`config.mk`:
```
export PLATFORM = sky130hd
export DESIGN_NAME = alu_sequencer_flat
export DESIGN_NICKNAME = d
export VERILOG_FILES = /design/src/rtl/alu_sequencer_pkg.sv /design/src/rtl/alu_sequencer_if.sv /design/src/rtl/alu_sequencer_regfile.sv /design/src/rtl/alu_sequencer.sv /design/src/flat_wrapper.sv
export SDC_FILE = /design/constraint.sdc
export NUM_CORES = 1
export LEC_CHECK = 0
export CAP_MARGIN = 20
export CELL_PAD_IN_SITES_DETAIL_PLACEMENT = 1
export CELL_PAD_IN_SITES_GLOBAL_PLACEMENT = 2
export CORE_MARGIN = 8
export CORE_UTILIZATION = 34
export CTS_CLUSTER_SIZE = 25
export DETAILED_ROUTE_END_ITERATION = 16
export MAX_ROUTING_LAYER = met4
export PLACE_DENSITY = 0.76
export SLEW_MARGIN = 20
export SYNTH_ARGS = -nofsm -noshare
export SYNTH_HDL_FRONTEND = slang
export SYNTH_SLANG_ARGS = --single-unit
```
`constraint.sdc`:
```
create_clock -name clk -period 2.55 [get_ports clk]
set_clock_uncertainty 0.05 [all_clocks]
set_input_delay 0.51 -clock clk [delete_from_list [all_inputs] [get_ports clk]]
set_output_delay 0.51 -clock clk [all_outputs]
set_load 0.05 [all_outputs]
```
`src/rtl/alu_sequencer_pkg.sv`:
```
// rtl/alu_sequencer_pkg.sv - shared opcodes, instruction field positions and FSM encoding
package alu_sequencer_pkg;

    localparam int INSTR_W = 8;

    localparam int LDI_BIT = 7;
    localparam int MODE_HI = 6;
    localparam int MODE_LO = 4;
    localparam int RD_HI   = 3;
    localparam int RD_LO   = 2;
    localparam int RS_HI   = 1;
    localparam int RS_LO   = 0;

    localparam logic [2:0] OP_ADD = 3'd0;
    localparam logic [2:0] OP_SUB = 3'd1;
    localparam logic [2:0] OP_AND = 3'd2;
    localparam logic [2:0] OP_OR  = 3'd3;

    typedef enum logic [1:0] {
        ST_IDLE = 2'd0,
        ST_EXEC = 2'd1,
        ST_WB   = 2'd2
    } state_t;

    function automatic logic is_legal_mode(input logic [2:0] mode);
        return (mode == OP_ADD) || (mode == OP_SUB) || (mode == OP_AND) || (mode == OP_OR);
    endfunction

    // Only arithmetic ops produce a meaningful carry; logic ops leave it stale.
    function automatic logic is_arith(input logic [2:0] mode);
        return (mode == OP_ADD) || (mode == OP_SUB);
    endfunction

endpackage

```
`src/rtl/alu_sequencer_if.sv`:
```
// rtl/alu_sequencer_if.sv - instruction offer/accept handshake bundle
interface alu_sequencer_if #(parameter int DATA_W = 8);
    import alu_sequencer_pkg::*;

    logic               instr_valid;
    logic               instr_ready;
    logic [INSTR_W-1:0] instr;
    logic [DATA_W-1:0]  imm;

    modport master (output instr_valid, output instr, output imm, input instr_ready);
    modport slave  (input instr_valid, input instr, input imm, output instr_ready);
endinterface

```
`src/rtl/alu_sequencer_regfile.sv`:
```
// rtl/alu_sequencer_regfile.sv - NREG x DATA_W register file, one write port, three read ports
module alu_sequencer_regfile #(
    parameter int DATA_W = 8,
    parameter int NREG   = 4
) (
    input  logic                      clk,
    input  logic                      rst_n,
    input  logic                      we,
    input  logic [$clog2(NREG)-1:0]   waddr,
    input  logic [DATA_W-1:0]         wdata,
    input  logic [$clog2(NREG)-1:0]   raddr_a,
    output logic [DATA_W-1:0]         rdata_a,
    input  logic [$clog2(NREG)-1:0]   raddr_b,
    output logic [DATA_W-1:0]         rdata_b,
    input  logic [$clog2(NREG)-1:0]   raddr_dbg,
    output logic [DATA_W-1:0]         rdata_dbg
);
    logic [DATA_W-1:0] regs [NREG];

    always_ff @(posedge clk) begin
        if (!rst_n) begin
            for (int i = 0; i < NREG; i++) begin
                regs[i] <= '0;
            end
        end else if (we) begin
            regs[waddr] <= wdata;
        end
    end

    assign rdata_a   = regs[raddr_a];
    assign rdata_b   = regs[raddr_b];
    assign rdata_dbg = regs[raddr_dbg];
endmodule

```
`src/rtl/alu_sequencer.sv`:
```
// rtl/alu_sequencer.sv - issues one instruction at a time to an external registered ALU
module alu_sequencer
    import alu_sequencer_pkg::*;
#(
    parameter int DATA_W = 8,
    parameter int NREG   = 4
) (
    input  logic                    clk,
    input  logic                    rst_n,
    alu_sequencer_if.slave          bus,
    output logic                    alu_enable,
    output logic [2:0]              alu_mode,
    output logic [DATA_W-1:0]       alu_a,
    output logic [DATA_W-1:0]       alu_b,
    input  logic [DATA_W-1:0]       alu_out,
    input  logic                    alu_zero,
    input  logic                    alu_carry,
    input  logic [$clog2(NREG)-1:0] rd_sel,
    output logic [DATA_W-1:0]       rd_data,
    output logic                    zero_q,
    output logic                    carry_q,
    output logic                    done,
    output logic                    err
);
    localparam int AW = $clog2(NREG);

    state_t            state, state_nxt;
    logic              fire, fire_ldi, fire_alu, fire_bad;
    logic              is_ldi, legal;
    logic [2:0]        mode_in;
    logic [AW-1:0]     rd_in, rs_in, rd_q;
    logic              ldi_done_q;
    logic              rf_we;
    logic [AW-1:0]     rf_waddr;
    logic [DATA_W-1:0] rf_wdata, op_a, op_b;

    assign is_ldi   = bus.instr[LDI_BIT];
    assign mode_in  = bus.instr[MODE_HI:MODE_LO];
    assign rd_in    = bus.instr[RD_HI:RD_LO];
    assign rs_in    = bus.instr[RS_HI:RS_LO];
    assign legal    = is_legal_mode(mode_in);

    assign bus.instr_ready = (state == ST_IDLE);
    assign fire     = bus.instr_valid & bus.instr_ready;
    assign fire_ldi = fire & is_ldi;
    assign fire_alu = fire & ~is_ldi & legal;
    assign fire_bad = fire & ~is_ldi & ~legal;

    // WB and an IDLE accept are mutually exclusive, so one write port suffices.
    assign rf_we    = fire_ldi | (state == ST_WB);
    assign rf_waddr = (state == ST_WB) ? rd_q : rd_in;
    assign rf_wdata = (state == ST_WB) ? alu_out : bus.imm;

    alu_sequencer_regfile #(.DATA_W(DATA_W), .NREG(NREG)) u_regfile (
        .clk       (clk),
        .rst_n     (rst_n),
        .we        (rf_we),
        .waddr     (rf_waddr),
        .wdata     (rf_wdata),
        .raddr_a   (rd_in),
        .rdata_a   (op_a),
        .raddr_b   (rs_in),
        .rdata_b   (op_b),
        .raddr_dbg (rd_sel),
        .rdata_dbg (rd_data)
    );

    always_ff @(posedge clk) begin
        if (!rst_n) begin
            state <= ST_IDLE;
        end else begin
            state <= state_nxt;
        end
    end

    always_comb begin
        state_nxt = state;
        done      = ldi_done_q;
        case (state)
            ST_IDLE: if (fire_alu) state_nxt = ST_EXEC;
            ST_EXEC: state_nxt = ST_WB;
            ST_WB: begin
                state_nxt = ST_IDLE;
                done      = 1'b1;
            end
            default: state_nxt = ST_IDLE;
        endcase
    end

    // Operands are captured at accept so they are stable for the whole EXEC cycle and held afterwards.
    always_ff @(posedge clk) begin
        if (!rst_n) begin
            alu_enable <= 1'b0;
            alu_mode   <= 3'd0;
            alu_a      <= '0;
            alu_b      <= '0;
            rd_q       <= '0;
            ldi_done_q <= 1'b0;
            err        <= 1'b0;
            zero_q     <= 1'b0;
            carry_q    <= 1'b0;
        end else begin
            alu_enable <= fire_alu;
            ldi_done_q <= fire_ldi;
            err        <= fire_bad;
            if (fire_alu) begin
                alu_mode <= mode_in;
                alu_a    <= op_a;
                alu_b    <= op_b;
                rd_q     <= rd_in;
            end
            if (state == ST_WB) begin
                zero_q <= alu_zero;
                if (is_arith(alu_mode)) begin
                    carry_q <= alu_carry;
                end
            end
        end
    end
endmodule

```
`src/flat_wrapper.sv`:
```
// flat-port wrapper written by rule: the top's interface ports become plain ports
module alu_sequencer_flat import alu_sequencer_pkg::*;
#(
    parameter int DATA_W = 8,
    parameter int NREG   = 4
)
  (clk, rst_n, alu_enable, alu_mode, alu_a, alu_b, alu_out, alu_zero, alu_carry, rd_sel, rd_data, zero_q, carry_q, done, err, bus_instr_valid, bus_instr, bus_imm, bus_instr_ready);
  alu_sequencer_if #(.DATA_W(DATA_W)) bus_i ();
  input  logic clk;
  input  logic rst_n;
  output logic alu_enable;
  output logic [2:0] alu_mode;
  output logic [DATA_W-1:0] alu_a;
  output logic [DATA_W-1:0] alu_b;
  input  logic [DATA_W-1:0] alu_out;
  input  logic alu_zero;
  input  logic alu_carry;
  input  logic [$clog2(NREG)-1:0] rd_sel;
  output logic [DATA_W-1:0] rd_data;
  output logic zero_q;
  output logic carry_q;
  output logic done;
  output logic err;
  input wire logic [$bits(bus_i.instr_valid)-1:0] bus_instr_valid;
  input wire logic [$bits(bus_i.instr)-1:0] bus_instr;
  input wire logic [$bits(bus_i.imm)-1:0] bus_imm;
  output wire logic [$bits(bus_i.instr_ready)-1:0] bus_instr_ready;
  assign bus_i.instr_valid = bus_instr_valid;
  assign bus_i.instr = bus_instr;
  assign bus_i.imm = bus_imm;
  assign bus_instr_ready = bus_i.instr_ready;
  alu_sequencer #(.DATA_W(DATA_W), .NREG(NREG)) u_core (.clk(clk), .rst_n(rst_n), .bus(bus_i), .alu_enable(alu_enable), .alu_mode(alu_mode), .alu_a(alu_a), .alu_b(alu_b), .alu_out(alu_out), .alu_zero(alu_zero), .alu_carry(alu_carry), .rd_sel(rd_sel), .rd_data(rd_data), .zero_q(zero_q), .carry_q(carry_q), .done(done), .err(err));
endmodule
```
==> results by group <==
Status
  • Run status: finished clean

Cells and area
  • Area of the multi-input gates: 1290 um^2
  • Final Instance Area: 3920 um^2
  • Area growth, synth to finish: 33.4%
  • Fillers: 881
  • Commonest non-fill, non-tap cells in the layout: clkdlybuf4s50_1, edfxtp_1, dfxtp_1
  • Layout cells sized above 1: 0.324
  • FF+latch area: 1520 um^2
  • Commonest non-fill, non-tap cell in the layout: clkdlybuf4s50_1
  • # diodes: 0
  • Final #Nets: 313

Pwr
  • Leakage: 1.38 nW
  • Max VDD drop: 0.000224 V
  • Sw frac: 0.263
  • Sw Pwr: 0.635 mW
  • Clock power frac: 0.397
  • Power Internal: 1.78 mW
  • Sequential share of power: 0.449
  • Power per cell area: 616 nW/um^2
  • Comb pwr share: 0.154

Global route
  • Grt ovf: 0
  • GRT Util Overall: 0.132
  • Largest net degree at the start of global routing: 25
  • Initial antenna violation count: 0
  • Vias in the first global route: 2214
  • First-pass GRT wire length: 11600 um

Drt
  • Drt drc: 0
  • DRT antenna net count: 0
  • DRT Pass-1 Iters: 4
  • WL final: 7340 um
  • Via-to-Cell Ratio: 5.24
  • DR iter-0 viols: 58
  • Routed len/inst: 18.6 um
  • Via count: 2068

Synth
  • Top-area cell type share of the netlist area: 0.327
  • Synthesized instance count: 209
  • Sequential area share after synthesis: 0.517
  • Synth top area cells: edfxtp_1, dfxtp_1, mux4_2
  • Largest area contributor in the netlist: edfxtp_1
  • Netlist Area Pre-Place: 2940 um^2
  • Flops & latches, synth: 60
  • Distinct cell type count after synthesis: 38
  • Syn nets: 240
  • Synth warn: 0
  • Average size of a mapped cell: 14.1 um^2

CTS
  • H-tree levels: 3
  • Clock sinks: 60
  • Root Buffer Master: clkbuf_8
  • CTS tree: done
  • Hold_buf cts: 0
  • Worst-Skew Late Latency: 340 ps
  • Num CTS Buffers: 9
  • Buffer count from post-CTS setup fixing: 0
  • CTS Buffer Depth: 2
  • CTS resizes: 0
  • CTS clock-pin slew for the worst setup and hold paths: 70 ps

Setup path
  • Critical path required time: 1990 ps
  • Top Family by Delay on Critical Path: buffers and inverters
  • Crit-path max FO: 8
  • CP cell instances: clkdlybuf4s50_1, buf_12, mux4_2, buf_4
  • Bufs and invs on worst path: 3
  • Critical path's slowest cell: mux4_2
  • Worst EP arrival: 1900 ps
  • Crit Path Class: in -> out
  • Worst setup EP type: output port
  • CP startpoint kind: input port
  • Max incr delay on CP: 520 ps

STA
  • Fmax: 0.406 GHz
  • Tmin final: 2460 ps
  • Setup violations, final: 0
  • Worst Tran Pin Value: 744 ps
  • Max Slew Vio Count: 0
  • RSZ-0062 raised after global routing: false
  • Relative slew slack: 0.501
  • Tcrit/Tclk final: 0.966
  • Final setup TNS: 0 ps
  • Fin. Hold Viols: 0

Placed design
  • GPL Wtd Cong: 0.871
  • Buffers on Ports: 63
  • Post-DP Area: 3700 um^2
  • HPWL after DPL: 5700 um

Floorplanning
  • I/O pin count: 64
  • Die X: 109 um
  • Cell Rows: 34
  • Core Footprint: 8550 um^2
  • Die footprint: 11900 um^2
  • Initial Utilization: 0.344
  • Chip Height: 109 um

Worst hold path
  • Tightest Hold Check Type: reg -> reg

Job
  • Max cap viols: 0
## synthesized netlist by cell type (all sizes together)
cell type,instances
nand3,6
nor3b,2
nand2,3
inv,3
or3b,1
nor4b,1
clkbuf,3
and2,1
mux4,24
buf,14
a22o,16
and4b,2
o21ai,8
a21o,1
and4bb,2
nor2,11
nand2b,2
mux2i,8
edfxtp,32
a21boi,7
and2b,1
nor3,24
o31ai,1
and3,3
or2,1
a31oi,4
dfxtp,28
## power by group through the flow
stage	sequential [mW]	combinational, mW	clock [mW]
2_1_floorplan	1.12	0.206	0
3_3_place_gp	1.10	0.369	0
3_5_place_dp	1.11	0.375	0
4_1_cts	1.08	0.375	0.976
5_1_grt	1.09	0.395	1.01
6_report	1.09	0.371	0.959
## tightest hold or removal path: cells and delay by family, from the launching register on
kind	cells	cell delay (ps)
AND/OR/NAND/NOR	1	50
AO/OA/AOI/OAI	1	70
flip-flops	1	320
## routing by layer
| metal | vias to the layer above | GRT usage | share of wire |
|---|---|---|---|
| met5 | - | - | 0 |
| met4 | 0 | 0.0577 | 0.015 |
| met3 | 10 | 0.0266 | 0.047 |
| met2 | 57 | 0.195 | 0.47 |
| met1 | 1019 | 0.171 | 0.47 |
| li1 | 982 | - | - |
## cells by family after synthesis
group                  Yosys count  share of synthesized area
multiplexers                    32                      0.211
AO/OA/AOI/OAI                   37                      0.107
buffers and inverters           20                     0.0447
AND/OR/NAND/NOR                 60                      0.120
flip-flops                      60                      0.517
## state kept, by name, indices dropped and copies added, names as in the netlist
signal                 flops
u_core.zero_q              1
u_core.ldi_done_q          1
u_core.err                 1
u_core.alu_enable          1
u_core.u_regfile.regs     32
u_core.state               2
u_core.alu_a               8
u_core.rd_q                2
u_core.alu_b               8
u_core.alu_mode            3
u_core.carry_q             1
## metrics by stage
step,power (mW),instances,worst slack (ps),hold slack [ps],utilization
finish,2.42,395,87.2,432,0.459
global route,2.49,395,56.2,448,0.459
CTS,2.44,395,82.1,439,0.459
detailed placement,1.48,379,82.1,420,0.432
global placement,1.47,379,92.6,411,0.432
floorplan,1.33,209,378,433,-
## final timing paths
| path | from | depth (start not counted) | to | slack [ps] |
|---|---|---|---|---|
| worst min register to register | u_core.zero_q | 2 | u_core.zero_q | 430 |
| worst max-delay path | rd_sel[0] | 4 | rd_data[5] | 90 |
| worst max register to register | u_core.state[1] | 3 | u_core.u_regfile.regs[0][0] | 540 |
| worst min-delay path | u_core.zero_q | 2 | u_core.zero_q | 430 |
## layout make-up
type                       instances  area share
clock buffer                       9      0.0316
clock inverter                     7      0.0258
inverter                           3     0.00287
multi-input combinational        129       0.328
sequential                        60       0.388
tap                              108      0.0345
timing repair buffer              79       0.189
No activity file was read; power rests on OpenSTA's default activity.
